## src/rtl/seven_segments_monitor_if.sv

```systemverilog
// Snooped 7-segment display bus plus the decoded-frame readback
// produced by the monitor.
interface seven_segments_monitor_if #(
  parameter int NUM_DIGITS = 8
);
  logic [6:0]              seg_n;
  logic [NUM_DIGITS-1:0]   an_n;
  logic [4*NUM_DIGITS-1:0] value;
  logic [NUM_DIGITS-1:0]   blank;
  logic [NUM_DIGITS-1:0]   err;
  logic                    frame_valid;
  logic                    frame_err;

  modport master (
    output seg_n, an_n,
    input  value, blank, err, frame_valid, frame_err
  );

  modport slave (
    input  seg_n, an_n,
    output value, blank, err, frame_valid, frame_err
  );
endinterface

```

## src/rtl/seven_segments_monitor.sv

```systemverilog
// Debounces the multiplexed active-low segment/anode bus, decodes each
// digit back to a hex nibble and publishes a complete frame.
module seven_segments_monitor #(
  parameter int NUM_DIGITS    = 8,
  parameter int STABLE_CYCLES = 4
) (
  input logic                      clock,
  input logic                      reset,
  seven_segments_monitor_if.slave  bus
);
  localparam int CW = $clog2(STABLE_CYCLES + 1);

  typedef struct packed {
    logic       err;
    logic       blank;
    logic [3:0] nib;
  } dec_t;

  function automatic dec_t decode(input logic [6:0] seg);
    dec_t d;
    d = '{err: 1'b0, blank: 1'b0, nib: 4'h0};
    case (seg)
      7'b1000000: d.nib = 4'h0;
      7'b1111001: d.nib = 4'h1;
      7'b0100100: d.nib = 4'h2;
      7'b0110000: d.nib = 4'h3;
      7'b0011001: d.nib = 4'h4;
      7'b0010010: d.nib = 4'h5;
      7'b0000011,
      7'b0000010: d.nib = 4'h6;  // 0000011 is also hex B; reported as 6
      7'b1111000: d.nib = 4'h7;
      7'b0000000: d.nib = 4'h8;
      7'b0011000,
      7'b0010000: d.nib = 4'h9;
      7'b0001000: d.nib = 4'hA;
      7'b0100111: d.nib = 4'hC;
      7'b0100001: d.nib = 4'hD;
      7'b0000110: d.nib = 4'hE;
      7'b0001110: d.nib = 4'hF;
      7'b1111111: d.blank = 1'b1;
      default:    d.err = 1'b1;
    endcase
    return d;
  endfunction

  logic [6:0]                 s_seg, p_seg;
  logic [NUM_DIGITS-1:0]      s_an, p_an;
  logic [CW-1:0]              cnt, run_len;
  logic                       cap_flag, frame_pend;
  logic [NUM_DIGITS-1:0]      seen, seen_base, cap_mask, an_act;
  logic [NUM_DIGITS-1:0][3:0] stg_nib, val_q;
  logic [NUM_DIGITS-1:0]      stg_blank, stg_err, blank_q, err_q;
  logic                       fv_q, ferr_q;
  logic                       s_valid, same, capture;
  dec_t                       dec;

  always_comb begin
    an_act    = ~s_an;
    s_valid   = (an_act != '0) && ((an_act & (an_act - 1'b1)) == '0);
    same      = (s_seg == p_seg) && (s_an == p_an);
    run_len   = '0;
    if (s_valid)
      run_len = !same ? CW'(1) :
                (cnt == CW'(STABLE_CYCLES)) ? cnt : cnt + 1'b1;
    // one capture per dwell: the flag only drops when the sample changes
    capture   = (run_len == CW'(STABLE_CYCLES)) && !(cap_flag && same);
    cap_mask  = capture ? an_act : '0;
    seen_base = frame_pend ? '0 : seen;
    dec       = decode(s_seg);
  end

  always_ff @(posedge clock) begin
    if (reset) begin
      // idle bus (no anode driven) so the first sample is never valid
      s_seg      <= '1;
      s_an       <= '1;
      p_seg      <= '1;
      p_an       <= '1;
      cnt        <= '0;
      cap_flag   <= 1'b0;
      seen       <= '0;
      frame_pend <= 1'b0;
      stg_nib    <= '0;
      stg_blank  <= '0;
      stg_err    <= '0;
      val_q      <= '0;
      blank_q    <= '0;
      err_q      <= '0;
      fv_q       <= 1'b0;
      ferr_q     <= 1'b0;
    end else begin
      s_seg <= bus.seg_n;
      s_an  <= bus.an_n;
      p_seg <= s_seg;
      p_an  <= s_an;
      cnt   <= run_len;
      if (capture)   cap_flag <= 1'b1;
      else if (!same) cap_flag <= 1'b0;
      for (int i = 0; i < NUM_DIGITS; i++) begin
        if (cap_mask[i]) begin
          stg_nib[i]   <= dec.nib;
          stg_blank[i] <= dec.blank;
          stg_err[i]   <= dec.err;
        end
      end
      seen       <= seen_base | cap_mask;
      frame_pend <= capture && ((seen_base | cap_mask) == '1);
      fv_q       <= frame_pend;
      if (frame_pend) begin
        val_q   <= stg_nib;
        blank_q <= stg_blank;
        err_q   <= stg_err;
        ferr_q  <= |stg_err;
      end
    end
  end

  assign bus.value       = val_q;
  assign bus.blank       = blank_q;
  assign bus.err         = err_q;
  assign bus.frame_valid = fv_q;
  assign bus.frame_err   = ferr_q;
endmodule

```

## src/flat_wrapper.sv

```systemverilog
// flat-port wrapper written by rule: the top's interface ports become plain ports
module seven_segments_monitor_flat 
#(
  parameter int NUM_DIGITS    = 8,
  parameter int STABLE_CYCLES = 4
)
  (clock, reset, bus_seg_n, bus_an_n, bus_value, bus_blank, bus_err, bus_frame_valid, bus_frame_err);
  seven_segments_monitor_if #(.NUM_DIGITS(NUM_DIGITS)) bus_i ();
  input logic clock;
  input logic reset;
  input wire logic [$bits(bus_i.seg_n)-1:0] bus_seg_n;
  input wire logic [$bits(bus_i.an_n)-1:0] bus_an_n;
  output wire logic [$bits(bus_i.value)-1:0] bus_value;
  output wire logic [$bits(bus_i.blank)-1:0] bus_blank;
  output wire logic [$bits(bus_i.err)-1:0] bus_err;
  output wire logic [$bits(bus_i.frame_valid)-1:0] bus_frame_valid;
  output wire logic [$bits(bus_i.frame_err)-1:0] bus_frame_err;
  assign bus_i.seg_n = bus_seg_n;
  assign bus_i.an_n = bus_an_n;
  assign bus_value = bus_i.value;
  assign bus_blank = bus_i.blank;
  assign bus_err = bus_i.err;
  assign bus_frame_valid = bus_i.frame_valid;
  assign bus_frame_err = bus_i.frame_err;
  seven_segments_monitor #(.NUM_DIGITS(NUM_DIGITS), .STABLE_CYCLES(STABLE_CYCLES)) u_core (.clock(clock), .reset(reset), .bus(bus_i));
endmodule
```

## config.mk

```make
export PLATFORM = sky130hd
export DESIGN_NAME = seven_segments_monitor_flat
export DESIGN_NICKNAME = d
export VERILOG_FILES = /design/src/rtl/seven_segments_monitor_if.sv /design/src/rtl/seven_segments_monitor.sv /design/src/flat_wrapper.sv
export SDC_FILE = /design/constraint.sdc
export NUM_CORES = 1
export LEC_CHECK = 0
export CORE_ASPECT_RATIO = 0.5
export CORE_UTILIZATION = 52
export CTS_BUF_LIST = sky130_fd_sc_hd__clkbuf_2 sky130_fd_sc_hd__clkbuf_4 sky130_fd_sc_hd__clkbuf_8
export CTS_CLUSTER_DIAMETER = 50
export DETAILED_ROUTE_END_ITERATION = 6
export PLACE_DENSITY_LB_ADDON = 0.2
export SYNTH_ARGS = -nofsm -noshare
export SYNTH_HDL_FRONTEND = slang
export SYNTH_SLANG_ARGS = --single-unit
export TNS_END_PERCENT = 1
```

## constraint.sdc

```tcl
create_clock -name clock -period 1.85 [get_ports clock]
set_input_delay 0.555 -clock clock [delete_from_list [all_inputs] [get_ports clock]]
set_output_delay 0.555 -clock clock [all_outputs]
set_load 0.02 [all_outputs]
```

# Yosys cells after proc, flatten, opt, wreduce, memory -nomap -nowiden
# Cells that the tools add are included.
[classes]
n_bitwise = 3
addsub = 2
eq_ne = 23
mux = 10
reduce_logical = 13
[ops]
columns = ["operator", "count"]
rows = [
  ["$pmux 4 s14", 1],
  ["$eq 7x5->1 const B", 4],
  ["$eq 7x6->1 const B", 4],
  ["$eq 7x7->1 const B", 4],
  ["$reduce_or 18->1", 1],
  ["$mux 8", 2],
  ["$eq 7x2->1 const B", 2],
  ["$eq 7x4->1 const B", 2],
  ["$mux 3", 3],
  ["$and 8x8->8", 1],
  ["$eq 8x8->1", 1],
  ["$eq 8x8->1 const B", 1],
  ["$logic_not 8->1", 1],
  ["$not 8->8", 1],
  ["$or 8x8->8", 1],
  ["$reduce_bool 8->1", 1],
  ["$reduce_or 8->1", 1],
  ["$sub 8x1->8 const B", 1],
  ["$eq 7x3->1 const B", 1],
  ["$eq 7x7->1", 1],
  ["$logic_not 7->1", 1],
  ["$eq 3x3->1 const B", 2],
  ["$logic_and 1x1->1", 5],
  ["$mux 1", 4],
  ["4 further kinds", 5],
]
[totals]
regBits = 141
elab_cells = 95

# Longest topological paths before layout
# Gate-level depths: netlist of run 1.
[depth]
word_depth = 12
mapped_depth = 9
ltp_nobuf = 8

# Least setup slack after synthesis of run 1
# No wires, ideal clock.
[synth_path]
path_kind = "reg-to-reg"
start = "register u_core.cnt[0]"
end = "register u_core.stg_blank[0]"
arrival_time_ps = 1965
required_time_ps = 1777
path_stages_with_launch = 9
slack_ps = -187
setup_time_ps = 73
cell_sequence = "dfxtp_1 -> inv_1 -> ha_1 -> o32a_1 -> a21oi_1 -> nand4bb_1 -> buf_6 -> nor3_4 -> mux2i_1"
[synth_between]
elab_chain_cells = 7
word_cells_on_any_way = 8
classes_between = "add/sub: 1; eq/ne: 2; mux: 4; reduce/logical: 1"
[synth_rtl]
columns = ["item", "line", "source"]
rows = [
  ["start, declared", "seven_segments_monitor.sv:48", "logic [CW-1:0] cnt, run_len;"],
  ["start signal, assigned", "seven_segments_monitor.sv:96", "cnt <= run_len;"],
  ["$add 3x1->3 / $eq 3x3->1 (equally long branches)", "seven_segments_monitor.sv:64", "(cnt == CW'(STABLE_CYCLES)) ? cnt : cnt + 1'b1;"],
  ["$mux 3 *", "seven_segments_monitor.sv:64", ""],
  ["$mux 3 *", "seven_segments_monitor.sv:63", "run_len = !same ? CW'(1) :"],
  ["$mux 3 *", "seven_segments_monitor.sv:62", "if (s_valid)"],
  ["$eq 3x3->1 *", "seven_segments_monitor.sv:66", "capture = (run_len == CW'(STABLE_CYCLES)) && !(cap_flag && same);"],
  ["$logic_and 1x1->1 *", "seven_segments_monitor.sv:66", ""],
  ["$mux 8 *", "seven_segments_monitor.sv:67", "cap_mask = capture ? an_act : '0;"],
  ["end signal, assigned by index", "seven_segments_monitor.sv:102", "stg_blank[i] <= dec.blank;"],
  ["end, declared", "seven_segments_monitor.sv:52", "logic [NUM_DIGITS-1:0] stg_blank, stg_err, blank_q, err_q;"],
]
# Every way passes the cells marked *; elsewhere a longest branch is shown, timed or not.
# A chain may end at the register's enable or synchronous reset.

# Worst setup path in the final report of run 1
[layout_path]
start = "register u_core.p_seg[4]"
end = "register u_core.stg_nib[23] (netlist bit)"
[layout_between]
elab_chain_cells = 7
word_cells_on_any_way = 9
classes_between = "eq/ne: 2; mux: 3; reduce/logical: 4"
[layout_rtl]
columns = ["item", "line", "source"]
rows = [
  ["start, declared", "seven_segments_monitor.sv:46", "logic [6:0] s_seg, p_seg;"],
  ["start signal, assigned", "seven_segments_monitor.sv:94", "p_seg <= s_seg;"],
  ["$eq 7x7->1 *", "seven_segments_monitor.sv:60", "same = (s_seg == p_seg) && (s_an == p_an);"],
  ["$logic_and 1x1->1 *", "seven_segments_monitor.sv:60", ""],
  ["$mux 3", "seven_segments_monitor.sv:63", ""],
  ["$mux 3", "seven_segments_monitor.sv:62", ""],
  ["$eq 3x3->1", "seven_segments_monitor.sv:66", ""],
  ["$logic_and 1x1->1 *", "seven_segments_monitor.sv:66", ""],
  ["$mux 8 *", "seven_segments_monitor.sv:67", ""],
  ["end signal, assigned by index", "seven_segments_monitor.sv:101", "stg_nib[i] <= dec.nib;"],
  ["end, declared", "seven_segments_monitor.sv:51", "logic [NUM_DIGITS-1:0][3:0] stg_nib, val_q;"],
]
# Marked as above.

==> impl_metrics.prom, run 1 <==
# TYPE chip_impl_metric gauge
chip_impl_metric{name="placement.setup.worst_slack",unit="ns"} -0.2646
chip_impl_metric{name="clock-skew-final",unit="ns"} 0.01146
chip_impl_metric{name="power_density",unit="mW/mm2"} 802.1
chip_impl_metric{name="final.min_clock_period",unit="ns"} 2.047
chip_impl_metric{name="mapped_cells",unit=""} 557
chip_impl_metric{name="num_vias",unit=""} 4094
chip_impl_metric{name="synthesis.area",unit="mm2"} 0.005847
chip_impl_metric{name="synthesis.nets",unit=""} 576
chip_impl_info{name="mostFrequentLayoutCell",value="sky130_fd_sc_hd__dfxtp_1"} 1
chip_impl_metric{name="vias_per_cell",unit=""} 5.111
chip_impl_info{name="grt_setup_unrepaired",value="yes"} 1
chip_impl_metric{name="yosys_warnings",unit=""} 0
chip_impl_metric{name="irDropWorstVdd",unit="V"} 0.0004656
chip_impl_info{name="worstSetupEndpointType",value="register"} 1
chip_impl_metric{name="clock-sinks",unit=""} 141
chip_impl_metric{name="maximum_clock_insertion_buffer_count",unit=""} 2
chip_impl_metric{name="hold_viol",unit=""} 0
chip_impl_metric{name="grt_antenna_before_repair",unit=""} 0
chip_impl_metric{name="routed_wirelength",unit="mm"} 12.15
chip_impl_metric{name="drv.max_cap_violation_count",unit=""} 0
chip_impl_metric{name="detail_route.first_pass.iterations",unit=""} 7
chip_impl_info{name="cp-startpoint",value="u_core.p_seg[4]$_SDFF_PP1_"} 1
chip_impl_metric{name="postLayoutSetupSlackWorst",unit="ns"} -0.1972
chip_impl_metric{name="syn2layout_area_growth",unit="%"} 23.35
chip_impl_metric{name="flops_latches_synth",unit=""} 141
chip_impl_info{name="timing.rr.end",value="u_core.stg_nib[23]$_SDFFE_PP0P_"} 1
chip_impl_metric{name="diodes",unit=""} 0
chip_impl_info{name="cts_tree",value="yes"} 1
chip_impl_metric{name="synth_compound_gate_area_share",unit="%"} 4.601
chip_impl_metric{name="nFillCells",unit=""} 820
chip_impl_metric{name="number_of_buffers_inserted_during_clock_tree_synthesis",unit=""} 17
chip_impl_metric{name="tightest_slew",unit="ns"} 0.7064
chip_impl_metric{name="crit_fanout",unit=""} 8
chip_impl_metric{name="met2WireLength",unit="mm"} 5.585
chip_impl_metric{name="detail_route.wl_per_cell",unit="um"} 15.17
chip_impl_metric{name="floorplan_die_area",unit="mm2"} 0.01170
chip_impl_metric{name="setup-tns-final",unit="ns"} -8.481
chip_impl_metric{name="critical_path_required",unit="ns"} 2.22
chip_impl_metric{name="worstSkewPairLatency",unit="ns"} 0.45
chip_impl_metric{name="global_route.usage.total",unit="%"} 22.68
chip_impl_metric{name="worstPathArrival",unit="ns"} 2.42
chip_impl_info{name="critical_path.startpoint_type",value="register"} 1
chip_impl_metric{name="wl_met3",unit="um"} 553
chip_impl_metric{name="max_freq",unit="MHz"} 488.5
chip_impl_metric{name="rr_worst_depth",unit=""} 9
chip_impl_metric{name="global_route_wire_length_before_repair",unit="mm"} 20.66
chip_impl_metric{name="io_pins",unit=""} 67
chip_impl_metric{name="core-area",unit="mm2"} 0.01057
chip_impl_metric{name="clkTransAtPathRegs",unit="ns"} 0.08
chip_impl_metric{name="slew_violations",unit=""} 0
chip_impl_metric{name="synth.area.mux_share",unit="%"} 16.43
chip_impl_metric{name="fraction_of_registers_with_async_set_reset",unit="%"} 0
chip_impl_info{name="synth_flop_cell",value="sky130_fd_sc_hd__dfxtp_1"} 1
chip_impl_metric{name="maxSlewHeadroom",unit="%"} 52.72
chip_impl_info{name="crit-reg2reg-launch",value="u_core.p_seg[4]$_SDFF_PP1_"} 1
chip_impl_metric{name="share_of_final_layout_standard_cells_stronger_than_drive_strength_1",unit="%"} 22.39
chip_impl_metric{name="drtIter0Drc",unit=""} 278
chip_impl_metric{name="r2r_slack",unit="ns"} -0.20
chip_impl_metric{name="ys_types",unit=""} 56
chip_impl_metric{name="grt_pass1_vias",unit=""} 4001
chip_impl_metric{name="synth_enable_flop_cells",unit=""} 0
chip_impl_metric{name="ctsHtreeMaxLevel",unit=""} 4
chip_impl_metric{name="synth.yosys.seq_area_share",unit="%"} 48.28
chip_impl_metric{name="antenna_violating_nets_post_route",unit=""} 0
chip_impl_metric{name="numPortBuffers",unit=""} 66
chip_impl_info{name="dr.max_layer_used",value="met4"} 1
chip_impl_metric{name="gpl.final_weighted_congestion",unit=""} 0.9112
chip_impl_info{name="path_class",value="reg -> reg"} 1
chip_impl_metric{name="xor_xnor_portion_of_the_synthesized_cell_area",unit="%"} 2.846
chip_impl_metric{name="final_setup_violation_count",unit=""} 57
chip_impl_info{name="layout_common_cells",value="sky130_fd_sc_hd__dfxtp_1 (133), sky130_fd_sc_hd__mux2i_1 (96), sky130_fd_sc_hd__nor2_1 (68)"} 1
chip_impl_metric{name="wl_met1",unit="mm"} 5.919
chip_impl_metric{name="fin_util",unit="%"} 68.21
chip_impl_metric{name="effective_utilization_at_floorplan",unit="%"} 55.30
chip_impl_metric{name="rows",unit=""} 26
chip_impl_metric{name="leakagePower",unit="nW"} 2.904
chip_impl_metric{name="nets",unit=""} 667
chip_impl_info{name="crit_end",value="u_core.stg_nib[23]$_SDFFE_PP0P_"} 1
chip_impl_metric{name="globalRouteOverflowTotal",unit=""} 0
chip_impl_info{name="synth_top_family_by_area",value="simple AND/OR/NAND/NOR gates"} 1
chip_impl_metric{name="grt_max_degree",unit=""} 113
chip_impl_metric{name="die_x",unit="um"} 152.0
chip_impl_info{name="cts_root_buffer",value="sky130_fd_sc_hd__clkbuf_8"} 1
chip_impl_metric{name="average_cell_area_after_synthesis",unit="um2"} 10.50
chip_impl_metric{name="drc",unit=""} 4
chip_impl_metric{name="synth_adder_area_share",unit="%"} 0.7704
chip_impl_metric{name="place.detailed.hpwl",unit="mm"} 7.997
chip_impl_info{name="outcome",value="finished with violations"} 1
chip_impl_metric{name="ctsHoldBuffers",unit=""} 0
chip_impl_metric{name="post_synth_simple_gate_area",unit="%"} 21.38
chip_impl_info{name="hp-class",value="in -> reg"} 1
chip_impl_info{name="violations",value="DRC, setup timing"} 1
chip_impl_metric{name="final.period_utilization",unit="%"} 110.7
chip_impl_metric{name="overall_die_height",unit="um"} 76.98
[cells by family (layout without fill, tap and decap cells)]
kind of cell	count (synthesis)	count (layout)
simple gates	213	213
flops	141	141
mux	96	96
buf+inv	52	156
compound gates	32	32
xor+xnor	19	19
fa+ha+maj	4	4
[routing by layer]
layer | global-route usage [%] | up-vias
met5 | 0 | -
met4 | 7.959 | 0
met3 | 5.540 | 8
met2 | 35.42 | 76
met1 | 30.67 | 1963
li1 | - | 2047
[Yosys cell counts, types with 4 or more instances]
library cell / count / share of area [%]
sky130_fd_sc_hd__nor2_1: 68 / 4.4
sky130_fd_sc_hd__o21ba_1: 7 / 1.2
sky130_fd_sc_hd__nand3_1: 5 / 0.43
sky130_fd_sc_hd__dfxtp_1: 141 / 48
sky130_fd_sc_hd__clkbuf_1: 21 / 1.3
sky130_fd_sc_hd__buf_2: 4 / 0.34
sky130_fd_sc_hd__or2b_2: 8 / 1.2
sky130_fd_sc_hd__clkbuf_8: 9 / 2.1
sky130_fd_sc_hd__nand2b_1: 44 / 4.7
sky130_fd_sc_hd__xnor2_1: 10 / 1.5
sky130_fd_sc_hd__inv_1: 11 / 0.71
sky130_fd_sc_hd__mux2i_1: 96 / 16
sky130_fd_sc_hd__xor2_1: 9 / 1.3
sky130_fd_sc_hd__or2_2: 30 / 3.2
sky130_fd_sc_hd__nor4_1: 6 / 0.64
sky130_fd_sc_hd__nor2b_1: 5 / 0.53
sky130_fd_sc_hd__nand2_1: 14 / 0.90
sky130_fd_sc_hd__nand4_1: 4 / 0.43
sky130_fd_sc_hd__nor3_4: 8 / 2.2
sky130_fd_sc_hd__nor3_1: 5 / 0.43
[flip-flops by register name, summed over array words and instances (netlist names), 3 cells and up]
register,cells
u_core.bus.blank,8
u_core.bus.err,8
u_core.bus.value,32
u_core.cnt,3
u_core.p_an,8
u_core.p_seg,7
u_core.s_an,8
u_core.s_seg,7
u_core.seen,8
u_core.stg_blank,8
u_core.stg_err,8
u_core.stg_nib,32
[final cells by class]
type                       instances  area [um2]  area share [%]
sequential                       141        2835           39.31
multi-input combinational        364        2704           37.49
timing repair buffer             113        1081           14.99
clock buffer                      18       241.5           3.348
tap                              140       175.2           2.429
clock inverter                    14       133.9           1.856
inverter                          11       41.29          0.5725
[critical path, cell delays in order, from the launching register on]
cell and delay (ns):
sky130_fd_sc_hd__dfxtp_1 0.32, sky130_fd_sc_hd__xor2_1 0.17, sky130_fd_sc_hd__nor4_1 0.33, sky130_fd_sc_hd__buf_4 0.18, sky130_fd_sc_hd__nand2_1 0.04, sky130_fd_sc_hd__nand4bb_1 0.21, sky130_fd_sc_hd__buf_6 0.20, sky130_fd_sc_hd__nor3_4 0.16
sky130_fd_sc_hd__buf_12 0.16, sky130_fd_sc_hd__mux2i_1 0.20
[worst min-delay path by stage]
stage	from	to	slack (ns)	cells past startpoint
6_report	reset	u_core.p_seg[6]$_SDFF_PP1_	0.42	2
5_1_grt	reset	u_core.p_seg[0]$_SDFF_PP1_	0.41	2
4_1_cts	reset	u_core.p_seg[6]$_SDFF_PP1_	0.40	2
3_5_place_dp	u_core.stg_nib[6]$_SDFFE_PP0P_	u_core.stg_nib[6]$_SDFFE_PP0P_	0.46	2
3_3_place_gp	u_core.stg_blank[6]$_SDFFE_PP0P_	u_core.stg_blank[6]$_SDFFE_PP0P_	0.46	2
2_1_floorplan	u_core.cap_flag$_SDFFE_PP0P_	u_core.cap_flag$_SDFFE_PP0P_	0.45	1
[repair_timing]
| action | in CTS | in global routing |
|---|---|---|
| gates resized for setup | 58 | 2 |
| buffers inserted | 1 | 0 |
| endpoints found under the setup margin | 107 | 57 |
| pin swaps | 2 | 1 |
| endpoints found under the hold margin | 0 | 0 |
[power breakdown]
part	internal (mW)	leakage [nW]	switching (mW)	total (mW)
logic	0.182	1.58	0.176	0.358
clock network	0.997	0.182	1.34	2.33
registers	3.07	1.14	0.0288	3.09
[stage by stage]
step	cell area (um2)	hold slack (ns)	cells	total power, mW
5_1_grt	7212	0.4106	801	6.035
6_report	7212	0.4185	801	5.785
2_1_floorplan	5853	0.4459	557	3.412
3_3_place_gp	6867	0.4594	768	3.514
3_5_place_dp	6867	0.4643	768	3.516
4_1_cts	7208	0.4003	801	5.817
No activity file was read; power rests on OpenSTA's default activity.
==> inputs of run 2 (changes only) <==
Settings changed: RECOVER_POWER set to 25, SETUP_SLACK_MARGIN set to 0.1.
==> run 2 against run 1 <==
Compared with the run above:
- the run still ends with DRC, setup timing left
- critical endpoint unchanged
- utilization down 0.15 points
- clock-buffer cell count unchanged
- clock power about the same
- total power down 0.31%
- highest routed layer unchanged
- critical path depth unchanged
- global-route usage unchanged
- non-clock buffer count unchanged
- largest power group unchanged
- combinational power down 2%
- maximum frequency up 0.30%
==> impl_metrics.prom, run 2 (synthesis gave the netlist of run 1 again) <==
# TYPE chip_impl_metric gauge
chip_impl_metric{name="clock-skew-final",unit="ns"} 0.01215
chip_impl_metric{name="gpl.final_weighted_congestion",unit=""} 0.9112
chip_impl_metric{name="io_pins",unit=""} 67
chip_impl_metric{name="worstSkewPairLatency",unit="ns"} 0.45
chip_impl_info{name="cts_tree",value="yes"} 1
chip_impl_metric{name="overall_die_height",unit="um"} 76.98
chip_impl_metric{name="leakagePower",unit="nW"} 2.866
chip_impl_info{name="layout_common_cells",value="sky130_fd_sc_hd__dfxtp_1 (133), sky130_fd_sc_hd__mux2i_1 (96), sky130_fd_sc_hd__nor2_1 (68)"} 1
chip_impl_metric{name="worst-path-buf-inv",unit=""} 3
chip_impl_info{name="cp_top_family",value="simple AND/OR/NAND/NOR gates"} 1
chip_impl_metric{name="p_total",unit="mW"} 5.767
chip_impl_metric{name="nFillCells",unit=""} 821
chip_impl_metric{name="drc",unit=""} 3
chip_impl_metric{name="antenna_violating_nets_post_route",unit=""} 0
chip_impl_metric{name="postLayoutSetupSlackWorst",unit="ns"} -0.1911
chip_impl_info{name="critical_path.startpoint_type",value="register"} 1
chip_impl_metric{name="drtIter0Drc",unit=""} 278
chip_impl_metric{name="clock-sinks",unit=""} 141
chip_impl_metric{name="rr_worst_depth",unit=""} 9
chip_impl_metric{name="clkTransAtPathRegs",unit="ns"} 0.09
chip_impl_metric{name="routed_wirelength",unit="mm"} 12.12
chip_impl_metric{name="hold_path_depth",unit=""} 2
chip_impl_metric{name="fraction_of_power_spent_switching_nets",unit="%"} 26.49
chip_impl_metric{name="place.detailed.hpwl",unit="mm"} 7.997
chip_impl_metric{name="grt_antenna_before_repair",unit=""} 0
chip_impl_metric{name="die_x",unit="um"} 152.0
chip_impl_metric{name="ctsHtreeMaxLevel",unit=""} 4
chip_impl_info{name="cp_slowest_cell",value="sky130_fd_sc_hd__nor4_1"} 1
chip_impl_info{name="violations",value="DRC, setup timing"} 1
chip_impl_info{name="crit-reg2reg-launch",value="u_core.p_seg[4]$_SDFF_PP1_"} 1
chip_impl_metric{name="pwr-share-clk",unit="%"} 40.2
chip_impl_metric{name="num_vias",unit=""} 4095
chip_impl_metric{name="floorplan_die_area",unit="mm2"} 0.01170
chip_impl_metric{name="syn2layout_area_growth",unit="%"} 23.07
chip_impl_metric{name="drv.max_cap_violation_count",unit=""} 0
chip_impl_info{name="path_class",value="reg -> reg"} 1
chip_impl_metric{name="final_setup_violation_count",unit=""} 57
chip_impl_metric{name="numPortBuffers",unit=""} 66
chip_impl_metric{name="globalRouteOverflowTotal",unit=""} 0
chip_impl_metric{name="nets",unit=""} 667
chip_impl_metric{name="power_frac_comb",unit="%"} 6.1
chip_impl_metric{name="p_int",unit="mW"} 4.239
chip_impl_metric{name="seq_power_share",unit="%"} 53.7
chip_impl_metric{name="critical_path_required",unit="ns"} 2.22
chip_impl_metric{name="global_route_wire_length_before_repair",unit="mm"} 20.66
chip_impl_metric{name="diodes",unit=""} 0
chip_impl_info{name="cp-startpoint",value="u_core.p_seg[4]$_SDFF_PP1_"} 1
chip_impl_info{name="mostFrequentLayoutCell",value="sky130_fd_sc_hd__dfxtp_1"} 1
chip_impl_metric{name="global_route.usage.total",unit="%"} 22.68
chip_impl_metric{name="maxSlewHeadroom",unit="%"} 32.99
chip_impl_metric{name="final.min_clock_period",unit="ns"} 2.041
chip_impl_info{name="worstSetupEndpointType",value="register"} 1
chip_impl_metric{name="power_density",unit="mW/mm2"} 801.5
chip_impl_metric{name="detail_route.wl_per_cell",unit="um"} 15.13
chip_impl_metric{name="maximum_clock_insertion_buffer_count",unit=""} 2
chip_impl_info{name="outcome",value="finished with violations"} 1
chip_impl_metric{name="grt_max_degree",unit=""} 113
chip_impl_metric{name="setup-tns-final",unit="ns"} -8.335
chip_impl_metric{name="max_freq",unit="MHz"} 489.9
chip_impl_metric{name="tightest_slew",unit="ns"} 1.005
chip_impl_metric{name="share_of_final_layout_standard_cells_stronger_than_drive_strength_1",unit="%"} 21.94
chip_impl_metric{name="vias_per_cell",unit=""} 5.112
chip_impl_info{name="cts_root_buffer",value="sky130_fd_sc_hd__clkbuf_8"} 1
chip_impl_metric{name="rows",unit=""} 26
chip_impl_metric{name="cpPeakStageDelay",unit="ns"} 0.33
chip_impl_metric{name="grt_pass1_vias",unit=""} 3999
chip_impl_info{name="grt_setup_unrepaired",value="yes"} 1
chip_impl_metric{name="detail_route.first_pass.iterations",unit=""} 6
chip_impl_metric{name="irDropWorstVdd",unit="V"} 0.0004652
chip_impl_metric{name="effective_utilization_at_floorplan",unit="%"} 55.30
chip_impl_metric{name="number_of_buffers_inserted_during_clock_tree_synthesis",unit=""} 17
chip_impl_metric{name="slew_violations",unit=""} 0
chip_impl_metric{name="final.period_utilization",unit="%"} 110.3
chip_impl_metric{name="worstPathArrival",unit="ns"} 2.41
chip_impl_metric{name="core-area",unit="mm2"} 0.01057
chip_impl_metric{name="cell_count_along_the_critical_path",unit=""} 9
chip_impl_info{name="hp-class",value="reg -> reg"} 1
chip_impl_info{name="worst_hold_startpoint",value="u_core.stg_nib[17]$_SDFFE_PP0P_"} 1
chip_impl_metric{name="p_switching",unit="mW"} 1.528
chip_impl_info{name="critical_path.cell_chain",value="xor2_1 > nor4_1 > buf_4 > nand2_1 > nand4bb_1 > buf_6 > nor3_4 > buf_12 > mux2i_1"} 1
chip_impl_metric{name="crit_fanout",unit=""} 8
chip_impl_metric{name="hold_viol",unit=""} 0
==> run 2: final cells by class <==
cell class | count | area, um2 | share of cell area (%)
well taps | 140 | 175.2 | 2.434
clock buffers | 18 | 241.5 | 3.356
flip-flops and latches | 141 | 2835 | 39.40
inverters | 11 | 41.29 | 0.5738
clock inverters | 14 | 133.9 | 1.861
multi-input cells | 364 | 2704 | 37.58
repair buffers | 113 | 1065 | 14.80
==> run 2: final timing paths <==
kind | slack (ns) | end
hold reg to reg | 0.48 | u_core.stg_nib[17]$_SDFFE_PP0P_
hold / removal | 0.48 | u_core.stg_nib[17]$_SDFFE_PP0P_
setup / recovery | -0.19 | u_core.stg_nib[23]$_SDFFE_PP0P_
setup reg to reg | -0.19 | u_core.stg_nib[23]$_SDFFE_PP0P_
==> run 2: repair_timing <==
item	in CTS	in global routing
endpoints found under the setup margin	109	65
pin swaps	3	0
hold buffers	0	0
setup buffers	1	0
gates resized for setup	58	8
hold endpoints to repair	0	0
==> run 2: worst reg2reg max path, delay by kind of cell, from the launching register on <==
| family | cells | cell delay [ns] |
|---|---|---|
| xor gates and xnor gates | 1 | 0.17 |
| buffers and inverters | 3 | 0.54 |
| DFF | 1 | 0.32 |
| and+or+nand+nor | 4 | 0.74 |
| muxes | 1 | 0.20 |
==> run 2: power by group through the flow <==
stage	logic (mW)	registers (mW)	clock network, mW
after CTS	0.359	3.09	2.36
final	0.352	3.09	2.32
after floorplan	0.259	3.15	0
after global routing	0.384	3.10	2.55
after global placement	0.350	3.16	0
after detailed placement	0.351	3.17	0
==> run 2: stage by stage <==
stage | instance area, um2 | std cells | hold WS, ns | util (%) | worst slack (ns)
final | 7196 | 801 | 0.4790 | 68.06 | -0.1911
after global routing | 7196 | 801 | 0.4962 | 68.06 | -0.2764
after CTS | 7208 | 801 | 0.4003 | 68.18 | -0.1838
after detailed placement | 6867 | 768 | 0.4643 | 64.95 | -0.2646
after global placement | 6867 | 768 | 0.4594 | 64.95 | -0.1535
after floorplan | 5853 | 557 | 0.4459 | - | -0.1330
==> run 2: metal layers <==
metal / up-vias / track usage, % / wire length [um]
met5: - / 0 / 0
met4: 0 / 7.959 / 129
met3: 13 / 5.540 / 609
met2: 85 / 35.42 / 5569
met1: 1947 / 30.67 / 5814
li1: 2050 / - / -
==> inputs of run 3 (changes only) <==
Settings changed: SLEW_MARGIN set to 20.
==> results of run 3 <==
Final layout, timing and power as in run 2 (identical DEF).
